### config.mk
export PLATFORM = sky130hd
export DESIGN_NAME = button_event_gen
export DESIGN_NICKNAME = d
export VERILOG_FILES = /design/src/rtl/button_event_gen.sv
export SDC_FILE = /design/constraint.sdc
export NUM_CORES = 1
export LEC_CHECK = 0
export ABC_CLOCK_PERIOD_IN_PS = 1800
export BUFFER_PORTS_ARGS = -buffer_cell sky130_fd_sc_hd__buf_2
export CAP_MARGIN = 10
export CORE_MARGIN = 3
export CORE_UTILIZATION = 50
export DETAILED_ROUTE_END_ITERATION = 8
export GPL_TIMING_DRIVEN = 1
export PLACE_DENSITY = 0.81
export SLEW_MARGIN = 30
export SYNTH_ARGS = -nofsm -noshare
export SYNTH_HDL_FRONTEND = slang
export SYNTH_SLANG_ARGS = --single-unit
### constraint.sdc
create_clock -name i_Clk -period 1.8 [get_ports i_Clk]
set_input_delay 0.27 -clock i_Clk [delete_from_list [all_inputs] [get_ports i_Clk]]
set_output_delay 0.27 -clock i_Clk [all_outputs]
set_load 0.01 [all_outputs]
### src/rtl/button_event_gen.sv
// Turns a debounced switch level into press, release, long-press and auto-repeat pulses.
// Also tracks a held level and a wrapping press counter. All outputs are registered.
module button_event_gen #(
  parameter int c_Long_Press_Limit = 25000000,
  parameter int c_Repeat_Limit     = 5000000
) (
  input  logic       i_Clk,
  input  logic       i_Rst_L,
  input  logic       i_Switch,
  output logic       o_Press,
  output logic       o_Release,
  output logic       o_Long_Press,
  output logic       o_Repeat,
  output logic       o_Held,
  output logic [7:0] o_Press_Count
);

  typedef enum logic [1:0] {IDLE, PRESSED, REPEAT} state_t;

  localparam logic [24:0] LONG_LAST   = 25'(c_Long_Press_Limit - 1);
  localparam logic [24:0] REPEAT_LAST = 25'(c_Repeat_Limit - 1);

  state_t      state;
  logic [24:0] count;
  logic        r_Prev;
  logic        press_edge;
  logic        release_edge;

  assign press_edge   = i_Switch & ~r_Prev;
  assign release_edge = ~i_Switch & r_Prev;

  always_ff @(posedge i_Clk or negedge i_Rst_L) begin
    if (!i_Rst_L) begin
      state         <= IDLE;
      count         <= '0;
      r_Prev        <= 1'b0;
      o_Press       <= 1'b0;
      o_Release     <= 1'b0;
      o_Long_Press  <= 1'b0;
      o_Repeat      <= 1'b0;
      o_Held        <= 1'b0;
      o_Press_Count <= 8'd0;
    end else begin
      r_Prev       <= i_Switch;
      o_Press      <= 1'b0;
      o_Release    <= 1'b0;
      o_Long_Press <= 1'b0;
      o_Repeat     <= 1'b0;
      case (state)
        IDLE: begin
          if (press_edge) begin
            state         <= PRESSED;
            count         <= '0;
            o_Press       <= 1'b1;
            o_Held        <= 1'b1;
            o_Press_Count <= o_Press_Count + 8'd1;
          end
        end
        PRESSED: begin
          // Release is checked first so a release on the limit cycle suppresses the long-press.
          if (release_edge) begin
            state     <= IDLE;
            count     <= '0;
            o_Release <= 1'b1;
            o_Held    <= 1'b0;
          end else if (i_Switch) begin
            if (count == LONG_LAST) begin
              state        <= REPEAT;
              count        <= '0;
              o_Long_Press <= 1'b1;
            end else begin
              count <= count + 25'd1;
            end
          end
        end
        REPEAT: begin
          if (release_edge) begin
            state     <= IDLE;
            count     <= '0;
            o_Release <= 1'b1;
            o_Held    <= 1'b0;
          end else if (i_Switch) begin
            if (count == REPEAT_LAST) begin
              count    <= '0;
              o_Repeat <= 1'b1;
            end else begin
              count <= count + 25'd1;
            end
          end
        end
        default: begin
          state  <= IDLE;
          count  <= '0;
          o_Held <= 1'b0;
        end
      endcase
    end
  end

endmodule
Word level (Yosys, flattened, before mapping)
Cells that the tools add are included.
{"block": "totals", "ramBits": 0, "mem_count": 0, "wordCells": 60, "in_bits": 3, "latchBits": 0, "rom_bits": 0, "out_inout_bits": 13, "regBits": 41}
{"block": "op_classes", "div": 0, "n_shift": 0, "multipliers": 0, "magnitude_cmp": 0, "mux": 29, "reduce_logical": 6, "eq_ne": 10, "bitwise_logic": 4, "n_addsub": 2}
{"op": "$mux W25", "n": 7}
{"op": "$pmux W25 S3", "n": 1}
{"op": "$add A25 B1 Y25 const B", "n": 1}
{"op": "$eq A25 B23 Y1 const B", "n": 1}
{"op": "$eq A25 B25 Y1 const B", "n": 1}
{"op": "$mux W1", "n": 14}
{"op": "$mux W2", "n": 5}
{"op": "$ne A3 B3 Y1 const B", "n": 3}
{"op": "$add A8 B1 Y8 const B", "n": 1}
{"op": "$pmux W2 S3", "n": 1}
{"op": "$ne A2 B2 Y1 const B", "n": 2}
{"op": "$reduce_and A2 Y1", "n": 2}
{"op": "$reduce_and A4 Y1", "n": 1}
{"op": "$reduce_and A3 Y1", "n": 1}
{"op": "$and A1 B1 Y1", "n": 2}
{"op": "$eq A2 B1 Y1 const B", "n": 1}
{"op": "$eq A2 B2 Y1 const B", "n": 1}
{"op": "$logic_not A2 Y1", "n": 1}
{"op": "$ne A2 B1 Y1 const B", "n": 1}
{"op": "$not A1 Y1", "n": 2}
{"op": "$pmux W1 S2", "n": 1}
{"op": "$reduce_or A2 Y1", "n": 1}

Depth between registers and ports, before layout
Gate-level depths: netlist (run 1).
{"block": "logic_depth", "depth_word": 5, "depth_mapped": 8, "depth_no_buf": 7}

Least setup slack after synthesis (run 1)
Ideal clock, no wire load.
{"block": "synth_timing", "path_kind": "reg2reg", "startpoint": "register state[0]", "endpoint": "register count[13]", "synth_period_minus_slack_ns": 1.893, "stages_incl_launch_ff": 9, "setup_time_ns": 0.132, "required_ns": 1.668, "path_buffers": 1, "path_slack_ns": -0.093, "t_arrival_ns": 1.760, "cell_sequence": "dfrtp_1 -> inv_1 -> ha_1 -> nor3_1 -> nor3_4 -> buf_2 -> nor4_2 -> xnor2_1 -> nor2_1"}
{"block": "synth_between", "elab_chain_len": 3, "elab_cells_between_ends": 8, "cone_classes": "5 x eq/ne; 1 x mux; 2 x reduce/logical"}
{"item": "start, declared", "line": "23", "rtl": "state_t state;"}
{"item": "start signal, assigned", "line": "34", "rtl": "state <= IDLE;"}
{"item": "start signal, assigned", "line": "52", "rtl": "state <= PRESSED;"}
{"item": "start signal, assigned", "line": "62", "rtl": "state <= IDLE;"}
{"item": "$eq A2 B2 Y1 (tied with other cells)", "line": "49", "rtl": "case (state)"}
{"item": "$ne A3 B3 Y1 (no line) / $ne A2 B2 Y1 (equally long branches)"}
{"item": "$reduce_and A3 Y1 (no line)"}
{"item": "end signal, assigned", "line": "72", "rtl": "count <= count + 25'd1;"}
{"item": "end signal, assigned", "line": "87", "rtl": "count <= count + 25'd1;"}
{"item": "end, declared", "line": "24", "rtl": "logic [24:0] count;"}
Several ways; a longest one is shown, not always the timed one.
A chain may end at the register's enable or synchronous reset.

Worst setup path in the final report (run 1)
{"block": "layout_timing", "startpoint": "register count[0]", "endpoint": "register count[8]"}
{"block": "layout_between", "elab_chain_len": 5, "elab_cells_between_ends": 10, "cone_classes": "1 x add/sub; 2 x eq/ne; 7 x mux"}
{"item": "$add A25 B1 Y25 (tied with other cells)", "line": "72, 87"}
{"item": "$mux W25 (on tied branches)", "line": "83, 67"}
{"item": "$mux W25 (on tied branches)", "line": "82, 66"}
{"item": "$mux W25 (on tied branches)", "line": "77, 61"}
{"item": "$pmux W25 S3 *", "line": "49"}
Mark *: on every way between the ends. The rest lies on a longest branch, timed or not. The select of a mux whose other input is x is not followed.

==> results by group, run 1 <==
Placed design
  – Placer Congestion: 0.964
  – Placed cell area: 2700 µm²
  – HPWL after detailed placement: 3.70 mm
  – PortBufs: 15
  – Dpl ws: -185 ps

Synth
  – Mapped Cells: 227
  – YS warnings: 0
  – Netlist Area Pre-Place: 2300 µm²
  – Count of state elements after synthesis: 41
  – Number of flops mapped to enable cells by yosys: 0
  – Avg Cell Area, Syn: 10.1 µm²
  – Seq/Total Area, Yosys: 0.446
  – Mapped Nets: 235
  – Main synth FF type: dfrtp_1
  – Synth cell types: 49
  – Fraction of registers with async set/reset: 1.00

Layout
  – Most frequent cells in the layout: 40 x dfrtp_1, 37 x buf_4, 23 x nand2_1, 15 x buf_2
  – Layout area overhead: 39.7%
  – Diodes inserted: 0
  – Layout cells sized above 1: 0.457
  – Fin area: 3210 µm²
  – Fin nets: 300
  – Most common cell after layout, fill and taps aside: dfrtp_1

Detailed routing
  – Post-route DRC: 0
  – ANT nets after route: 0
  – Initial drt markers: 187
  – Final WL: 6.68 mm
  – Wire length per cell: 19.3 µm
  – Vias per cell: 6.11
  – DR pass1 iterations: 6
  – Vias: 2109

Floorplan
  – Starting Density: 0.525
  – Boundary Pins: 16
  – Die width: 73.8 µm
  – Die area: 5450 µm²
  – Die Ht: 73.8 µm
  – Core box area: 4380 µm²
  – Row Count: 24

Pwr
  – Leakage power figure: 1.40 nW
  – Peak supply drop: 0.510 mV
  – Switching power: 0.00125 W
  – Sw frac: 0.370
  – Clock power frac: 0.176
  – PwrDens: 1050 nW/µm²
  – Sequential share of power: 0.334
  – Comb power frac: 0.490
  – Internal: 0.00212 W

Outcome
  – Failing checks: negative setup slack
  – Status: finished with violations

Clocking
  – CTS tree: done
  – Clock Tree Buf Depth: 2
  – Cts hold-fix bufs: 0
  – Sink Count: 41
  – CTS H-Tree Depth: 2
  – CTS clk-pin slew, worst paths: 80 ps
  – Cts bufs inserted: 5
  – Worst-Skew Late Latency: 300 ps
  – Root buffer cell: clkbuf_8

Global routing
  – Overall routing resource usage: 0.243
  – GRT Residual Overflow: 0
  – Pin count of the biggest net entering global routing: 42
  – First-pass GRT wire length: 9.90 mm
  – Antenna violations before repair: 0
  – Number of global-route vias before repair: 2024

Flow run
  – Max cap viols: 0

Timing
  – Setup Skew: 7.35 ps
  – RSZ-0062 raised after global routing: true
  – Slew Viols, Final: 0
  – Setup TNS: -2570 ps
  – Final number of hold-violating endpoints: 0
  – Final setup margin: -136 ps
  – Slew margin rel.: 0.649
  – Worst Tran Pin Value: 527 ps
  – Setup-failing EPs final: 26
  – Max Clk Rate: 0.516 GHz
  – Post-layout minimum cycle time: 1940 ps
  – Crit share post-route: 1.08

Setup path
  – Maximum fanout along the worst path: 9
  – Critical path arrival: 2130 ps
  – Worst Setup End Kind: flip-flop
  – Crit Path Class: reg2reg
  – Worst EP required: 1990 ps
  – Crit start category: flip-flop
  – FF-to-FF path depth: 8

Min path
  – Hold crit path type: in2async
[repair_timing]
action / 4_1_cts / 5_1_grt
setup endpoints to repair: 27 / 32
resized for setup: 34 / 28
pin swaps: 21 / 22
cloned: 3 / 0
setup buffers: 7 / 4
[layout make-up]
cell class / instances / area, µm²
multi-input combinational: 176 / 1490
fill: 282 / 1170
sequential: 41 / 1030
timing repair buffer: 63 / 527
clock buffer: 6 / 72.6
tap: 52 / 65.1
inverter: 5 / 18.8
clock inverter: 2 / 10.0
[stage by stage]
step / cells / util / power, W / hold slack [ps]
floorplan: 227 / - / 0.00171 / -25.6
global placement: 324 / 0.616 / 0.00207 / 359
detailed placement: 324 / 0.616 / 0.00210 / 363
CTS: 342 / 0.702 / 0.00318 / 43.3
global route: 345 / 0.733 / 0.00351 / 65.0
finish: 345 / 0.733 / 0.00337 / 21.0
[routing by layer]
layer	routed length (µm)	track usage
met5	0	0
met4	221	0.117
met3	281	0.0451
met2	3500	0.400
met1	2670	0.306
[synth_stat cells, drive strengths merged (2+ instances only)]
cell	count	area share
a21oi	6	0.013
xor2	11	0.042
mux2	2	0.0098
nand3	12	0.034
inv	5	0.0082
and3	8	0.022
or2	2	0.0054
xnor2	12	0.046
nor3	9	0.039
or3	7	0.019
ha	5	0.027
o21a	2	0.0065
o21ai	8	0.017
buf	4	0.014
o221ai	2	0.0076
nor4bb	2	0.0087
and2	2	0.0054
nand4	10	0.030
nor2	24	0.050
nand3b	2	0.0065
a22oi	3	0.0098
nor4	6	0.030
nor2b	2	0.0054
and4bb	2	0.011
a21o	3	0.0098
nand2	24	0.039
dfrtp	41	0.45
[sequential cells by signal (all words and copies together), names as in the netlist]
name and cells:
o_Repeat 1, o_Press_Count 8, state 2, count 25, o_Release 1, o_Long_Press 1, o_Press 1, r_Prev 1
o_Held 1
[power by group through the flow]
| stage | Combinational [W] | Clock (W) | Sequential [W] |
|---|---|---|---|
| floorplan | 0.000553 | 0 | 0.00116 |
| global placement | 0.000942 | 0 | 0.00112 |
| detailed placement | 0.000966 | 0 | 0.00113 |
| CTS | 0.00146 | 0.000597 | 0.00112 |
| global route | 0.00174 | 0.000635 | 0.00114 |
| finish | 0.00165 | 0.000594 | 0.00112 |
[final timing paths]
check | slack, ps | from | to
max in group asynchronous | 1390 | i_Rst_L | count[20]
min reg2reg | 470 | o_Press_Count[7] | o_Press_Count[7]
min in group i_Clk | 240 | i_Switch | r_Prev
min | 20 | i_Rst_L | count[5]
max | -140 | count[0] | count[8]
max reg2reg | -140 | count[0] | count[8]
[critical path, cell delays in order, from the launching register on]
cell,delay [ps]
dfrtp_1,420
ha_4,170
and4b_1,260
nand4_4,140
o21a_1,260
nor3_4,240
buf_6,150
buf_12,120
nor2_1,50
[logic make-up (layout without fill, tap and decap cells)]
family,after synthesis,after routing,synth area share
AO/OA/AOI/OAI,27,27,0.0745
XOR/XNOR,23,23,0.0876
adder cells (fa/ha/maj),5,5,0.0272
buffers and inverters,10,76,0.0239
flip-flops,41,41,0.446
multiplexers,2,2,0.00979
AND/OR/NAND/NOR,119,119,0.331
(Power assumes the default switching activity.)
==> inputs of run 2 (changes only) <==
--- a/config.mk
+++ b/config.mk
@@ -13,6 +13,7 @@
 export DETAILED_ROUTE_END_ITERATION = 8
 export GPL_TIMING_DRIVEN = 1
 export PLACE_DENSITY = 0.81
+export SETUP_SLACK_MARGIN = 0.1
 export SLEW_MARGIN = 30
 export SYNTH_ARGS = -nofsm -noshare
 export SYNTH_HDL_FRONTEND = slang
==> run 2 against run 1 <==
Net effect: the run still ends with negative setup slack left; power increased by 7.3%; non-clock buffer count rose by 3; critical path type unchanged; largest power group unchanged; global-route usage down 2.2 points; sequential cell count unchanged; worst setup slack better by 27 ps; clock power up 26%; die area unchanged; clock-buffer cell count decreased by 1; first-iteration DRC count unchanged.
==> results by group, run 2 (synthesis results as in run 1) <==
Global routing
  – Antenna violations before repair: 0
  – First-pass GRT wire length: 9.17 mm
  – Overall routing resource usage: 0.221
  – Number of global-route vias before repair: 1899
  – GRT Residual Overflow: 0
  – Pin count of the biggest net entering global routing: 42

Timing
  – Final setup margin: -109 ps
  – Post-layout minimum cycle time: 1910 ps
  – Slew margin rel.: 0.661
  – Final number of hold-violating endpoints: 0
  – Slew Viols, Final: 0
  – Max Clk Rate: 0.524 GHz
  – Crit share post-route: 1.06
  – RSZ-0062 raised after global routing: true
  – WHS: 198 ps
  – Setup-failing EPs final: 25
  – Worst Tran Pin Value: 507 ps
  – Setup Skew: 12.7 ps

Setup path
  – Crit start category: flip-flop
  – Crit path to: count[22]
  – Slack of the worst reg-to-reg path: -110 ps
  – Crit Reg-Reg Startpoint: state[0]
  – Crit-path slowest cell: dfrtp_1
  – Maximum fanout along the worst path: 5
  – Worst EP required: 2040 ps
  – FF-to-FF path depth: 7
  – Critical path startpoint: state[0]
  – Crit Path Class: reg2reg
  – Critical path arrival: 2150 ps
  – Worst Setup End Kind: flip-flop
  – CP cell instances: inv_2 > ha_4 > nor3_4 > or3_4 > nand4_1 > or3_1 > a21oi_1
  – R2R Path End: count[22]
  – Crit path largest cell delay: 420 ps

Floorplan
  – Boundary Pins: 16
  – Core box area: 4380 µm²
  – Die width: 73.8 µm
  – Starting Density: 0.525
  – Die Ht: 73.8 µm
  – Row Count: 24
  – Die area: 5450 µm²

Clocking
  – Root buffer cell: clkbuf_8
  – Cts bufs inserted: 5
  – CTS tree: done
  – Worst-Skew Late Latency: 310 ps
  – Sink Count: 41
  – CTS H-Tree Depth: 2
  – Clock Tree Buf Depth: 2
  – CTS clk-pin slew, worst paths: 90 ps

Outcome
  – Failing checks: negative setup slack
  – Status: finished with violations

Flow run
  – Max cap viols: 0

Pwr
  – Leakage power figure: 1.42 nW
  – Peak supply drop: 0.937 mV
  – PwrDens: 1080 nW/µm²

Detailed routing
  – Wire length per cell: 19.9 µm
  – ANT nets after route: 0
  – Initial drt markers: 187
  – Final WL: 6.90 mm
  – Top routing layer used: met4
  – WL met1: 2.85 mm
  – Vias per cell: 6.07
  – DR pass1 iterations: 4
  – Vias: 2105
  – Metal3 WL: 407 µm
  – Post-route DRC: 0
  – Met2 wire length: 3.40 mm

Layout
  – Layout Utilization: 0.767
  – Layout area overhead: 46.3%
  – Top Registers: count x25, o_Press_Count x8, state x2
  – Most common cell after layout, fill and taps aside: buf_4
  – Fin nets: 303
  – Most frequent cells in the layout: 37 x buf_4, 35 x dfrtp_1, 22 x nand2_1, 15 x buf_2, 14 x nor2_2
  – Largest register FFs: 25
  – Layout cells sized above 1: 0.519
  – Diodes inserted: 0
  – Multi-input logic area: 1550 µm²
  – Sequential cell area: 1030 µm²
  – Top reg by flops: count
  – Fill count: 255

Placed design
  – Placer Congestion: 0.889
  – PortBufs: 15
  – HPWL after detailed placement: 3.60 mm

Min path
  – Min-delay src: i_Switch
  – Hold crit path type: in2reg
run 2: changes by cell type in the layout (fill, tap and decap cells not counted), moves of 3 or more:
cell	previous run	this run
nor2_1	11	5
dfrtp_1	40	35
dfrtp_2	1	6
nor2_2	9	14
clkbuf_16	0	3
run 2: cell type report:
class                   count  area share
clock buffers               5      0.0205
clock inverters             2      0.0104
inverters                   5     0.00558
multi-input cells         176       0.462
flip-flops and latches     41       0.307
well taps                  52      0.0193
repair buffers             66       0.175
run 2: worst min path at each step:
stage                 to  slack, ps  depth (start not counted)
6_report          r_Prev        200                          2
5_1_grt           r_Prev        200                          2
4_1_cts           r_Prev        210                          2
3_5_place_dp   o_Release        260                          2
3_3_place_gp   o_Release        260                          2
2_1_floorplan   count[0]        -30                          0
run 2: repair_timing:
item / in CTS / in global routing
endpoints found under the hold margin: 41 / 0
resized for setup: 25 / 48
gates cloned: 0 / 4
pin swaps: 11 / 31
setup endpoints to repair: 29 / 31
hold buffers: 1 / 0
buffers inserted: 5 / 16
run 2: through the flow:
step	std cells	power, W	TNS, ps	setup slack [ps]	instance area [µm²]
floorplan	227	0.00174	0	45.9	2340
global placement	314	0.00203	-2450	-171	2650
detailed placement	314	0.00205	-3750	-236	2650
CTS	327	0.00298	-137	-31.7	2930
global route	347	0.00375	-3530	-228	3360
finish	347	0.00362	-1800	-109	3360
run 2: metal layers:
layer,global-route usage,up-vias
met1,0.287,1034
met4,0.0765,0
met5,0,-
met3,0.0506,29
li1,-,948
met2,0.361,94
run 2: worst max-delay path, delay by kind of cell (launching register included):
family | cells | cell delay (ps)
flops | 1 | 420
fa+ha+maj | 1 | 180
compound gates | 1 | 140
buf+inv | 1 | 80
simple gates | 4 | 1000
run 2: power breakdown:
| part | total [W] | internal, W | switching (W) | leakage, nW |
|---|---|---|---|---|
| logic | 0.00175 | 0.000898 | 0.000851 | 0.820 |
| clock network | 0.000746 | 0.000403 | 0.000342 | 0.0540 |
| registers | 0.00112 | 0.00102 | 0.000101 | 0.548 |
==> inputs of run 3 (changes only) <==
--- a/config.mk
+++ b/config.mk
@@ -6,7 +6,7 @@
 export NUM_CORES = 1
 export LEC_CHECK = 0
 export ABC_CLOCK_PERIOD_IN_PS = 1800
-export BUFFER_PORTS_ARGS = -buffer_cell sky130_fd_sc_hd__buf_2
+export BUFFER_PORTS_ARGS = -buffer_cell sky130_fd_sc_hd__clkbuf_2
 export CAP_MARGIN = 10
 export CORE_MARGIN = 3
 export CORE_UTILIZATION = 50
==> run 3 against run 2 <==
Net effect: the flow still finishes with violations (negative setup slack); global-route usage rose by 1.2 points; cell area is 6.2% lower; clock-buffer cell count increased by 1; die area unchanged; sequential power about the same; clock power decreased by 20%; first-iteration DRC count shrank 35%; combinational power decreased by 22%; critical path depth stayed put; cell count decreased by 0.58%; non-clock buffer count down 3.
==> results by group, run 3 (synthesis results as in run 1) <==
Clocking
  – Sink Count: 41
  – Worst-Skew Late Latency: 300 ps
  – CTS clk-pin slew, worst paths: 80 ps
  – Root buffer cell: clkbuf_8
  – Cts bufs inserted: 5
  – CTS H-Tree Depth: 2
  – CTS tree: done
  – Clock Tree Buf Depth: 2

Floorplan
  – Row Count: 24
  – Die Ht: 73.8 µm
  – Boundary Pins: 16
  – Starting Density: 0.525
  – Die width: 73.8 µm
  – Core box area: 4380 µm²
  – Die area: 5450 µm²

Pwr
  – Peak supply drop: 0.584 mV
  – Tot Pwr: 0.00308 W
  – PwrDens: 977 nW/µm²
  – Leakage power figure: 1.37 nW

Setup path
  – Maximum fanout along the worst path: 5
  – Critical path arrival: 2070 ps
  – FF-to-FF path depth: 7
  – Slack of the worst reg-to-reg path: -40 ps
  – Crit Reg-Reg Startpoint: state[1]
  – R2R Path End: count[24]
  – Crit start category: flip-flop
  – Worst EP required: 2030 ps
  – Worst Setup End Kind: flip-flop
  – Crit Path Class: reg2reg

Global routing
  – GRT Residual Overflow: 0
  – Pin count of the biggest net entering global routing: 25
  – First-pass GRT wire length: 9.69 mm
  – Antenna violations before repair: 0
  – Overall routing resource usage: 0.233
  – Number of global-route vias before repair: 2003

Detailed routing
  – Final WL: 6.00 mm
  – Post-route DRC: 0
  – Vias: 2027
  – Initial drt markers: 122
  – ANT nets after route: 0
  – Vias per cell: 5.88
  – DR pass1 iterations: 4
  – Wire length per cell: 17.4 µm

Min path
  – Hold crit path type: in2reg
  – Min-Delay Endpoint: r_Prev
  – Min-delay src: i_Switch
  – Hold Crit Depth: 2

Timing
  – Max Clk Rate: 0.542 GHz
  – Setup TNS: -137 ps
  – Setup-failing EPs final: 7
  – Final setup margin: -43.4 ps
  – RSZ-0062 raised after global routing: true
  – Slew Viols, Final: 0
  – Slew margin rel.: 0.661
  – Final number of hold-violating endpoints: 0
  – Setup Skew: 4.81 ps
  – Crit share post-route: 1.02
  – Worst Tran Pin Value: 509 ps
  – Post-layout minimum cycle time: 1840 ps

Placed design
  – PortBufs: 15
  – HPWL after detailed placement: 3.61 mm
  – Placer Congestion: 0.892
  – Dpl ws: -236 ps

Layout
  – Layout Utilization: 0.720
  – Fill count: 288
  – Most frequent cells in the layout: 38 x buf_4, 34 x dfrtp_1, 23 x nand2_1, 15 x clkbuf_2, 12 x nor2_1
  – Layout area overhead: 37.2%
  – Diodes inserted: 0
  – Layout cells sized above 1: 0.471
  – Fin nets: 300
  – Top Registers: count x25, o_Press_Count x8, state x2
  – Most common cell after layout, fill and taps aside: buf_4
  – Top reg by flops: count
  – Largest register FFs: 25

Flow run
  – Max cap viols: 0

Outcome
  – Failing checks: negative setup slack
  – Status: finished with violations
[run 3: what timing repair did]
item | 4_1_cts | 5_1_grt
gates resized for setup | 22 | 34
buffers inserted | 12 | 10
hold buffers | 1 | 0
pin swaps | 17 | 23
endpoints found under the hold margin | 17 | 0
gates cloned | 1 | 0
endpoints found under the setup margin | 28 | 35
[run 3: stage by stage]
| stage | instances | hold WS [ps] | area, µm² |
|---|---|---|---|
| after global routing | 345 | 224 | 3160 |
| after CTS | 335 | 214 | 2950 |
| after global placement | 313 | 245 | 2640 |
| final | 345 | 219 | 3160 |
| after floorplan | 227 | -25.6 | 2340 |
| after detailed placement | 313 | 252 | 2640 |
[run 3: final cells by class]
type                            count  area (µm²)  share of cell area
Timing Repair Buffer               63         483               0.153
Sequential cell                    41        1030               0.328
Inverter                            5        18.8             0.00595
Clock buffer                        6        72.6              0.0230
Multi-Input combinational cell    176        1470               0.466
Clock inverter                      2        10.0             0.00317
Tap cell                           52        65.1              0.0206
[run 3: report_power, final]
part | leakage (nW) | internal (W) | switching, W
clock | 0.0450 | 0.000269 | 0.000325
sequential | 0.546 | 0.00102 | 0.000107
combinational | 0.781 | 0.000642 | 0.000722
[run 3: worst max path at each step]
stage | from | end | depth (start not counted)
after floorplan | count[0] | count[3] | 7
after global placement | state[0] | count[16] | 7
after detailed placement | state[1] | count[16] | 7
after CTS | state[0] | count[22] | 7
after global routing | count[10] | count[24] | 6
final | state[1] | count[24] | 7
[run 3: routing by layer]
layer	vias to the layer above	wire [µm]	track usage
met5	-	0	0
met4	0	153	0.0865
met3	16	255	0.0506
met2	62	3080	0.386
met1	1008	2520	0.296
li1	941	-	-
[run 3: worst max-delay path: stages (launching register included)]
cell     delay [ps]
dfrtp_1         400
inv_2            70
ha_2            200
nor3_4          180
or3_4           170
nand4_1         210
or3_1           430
a21oi_2         120
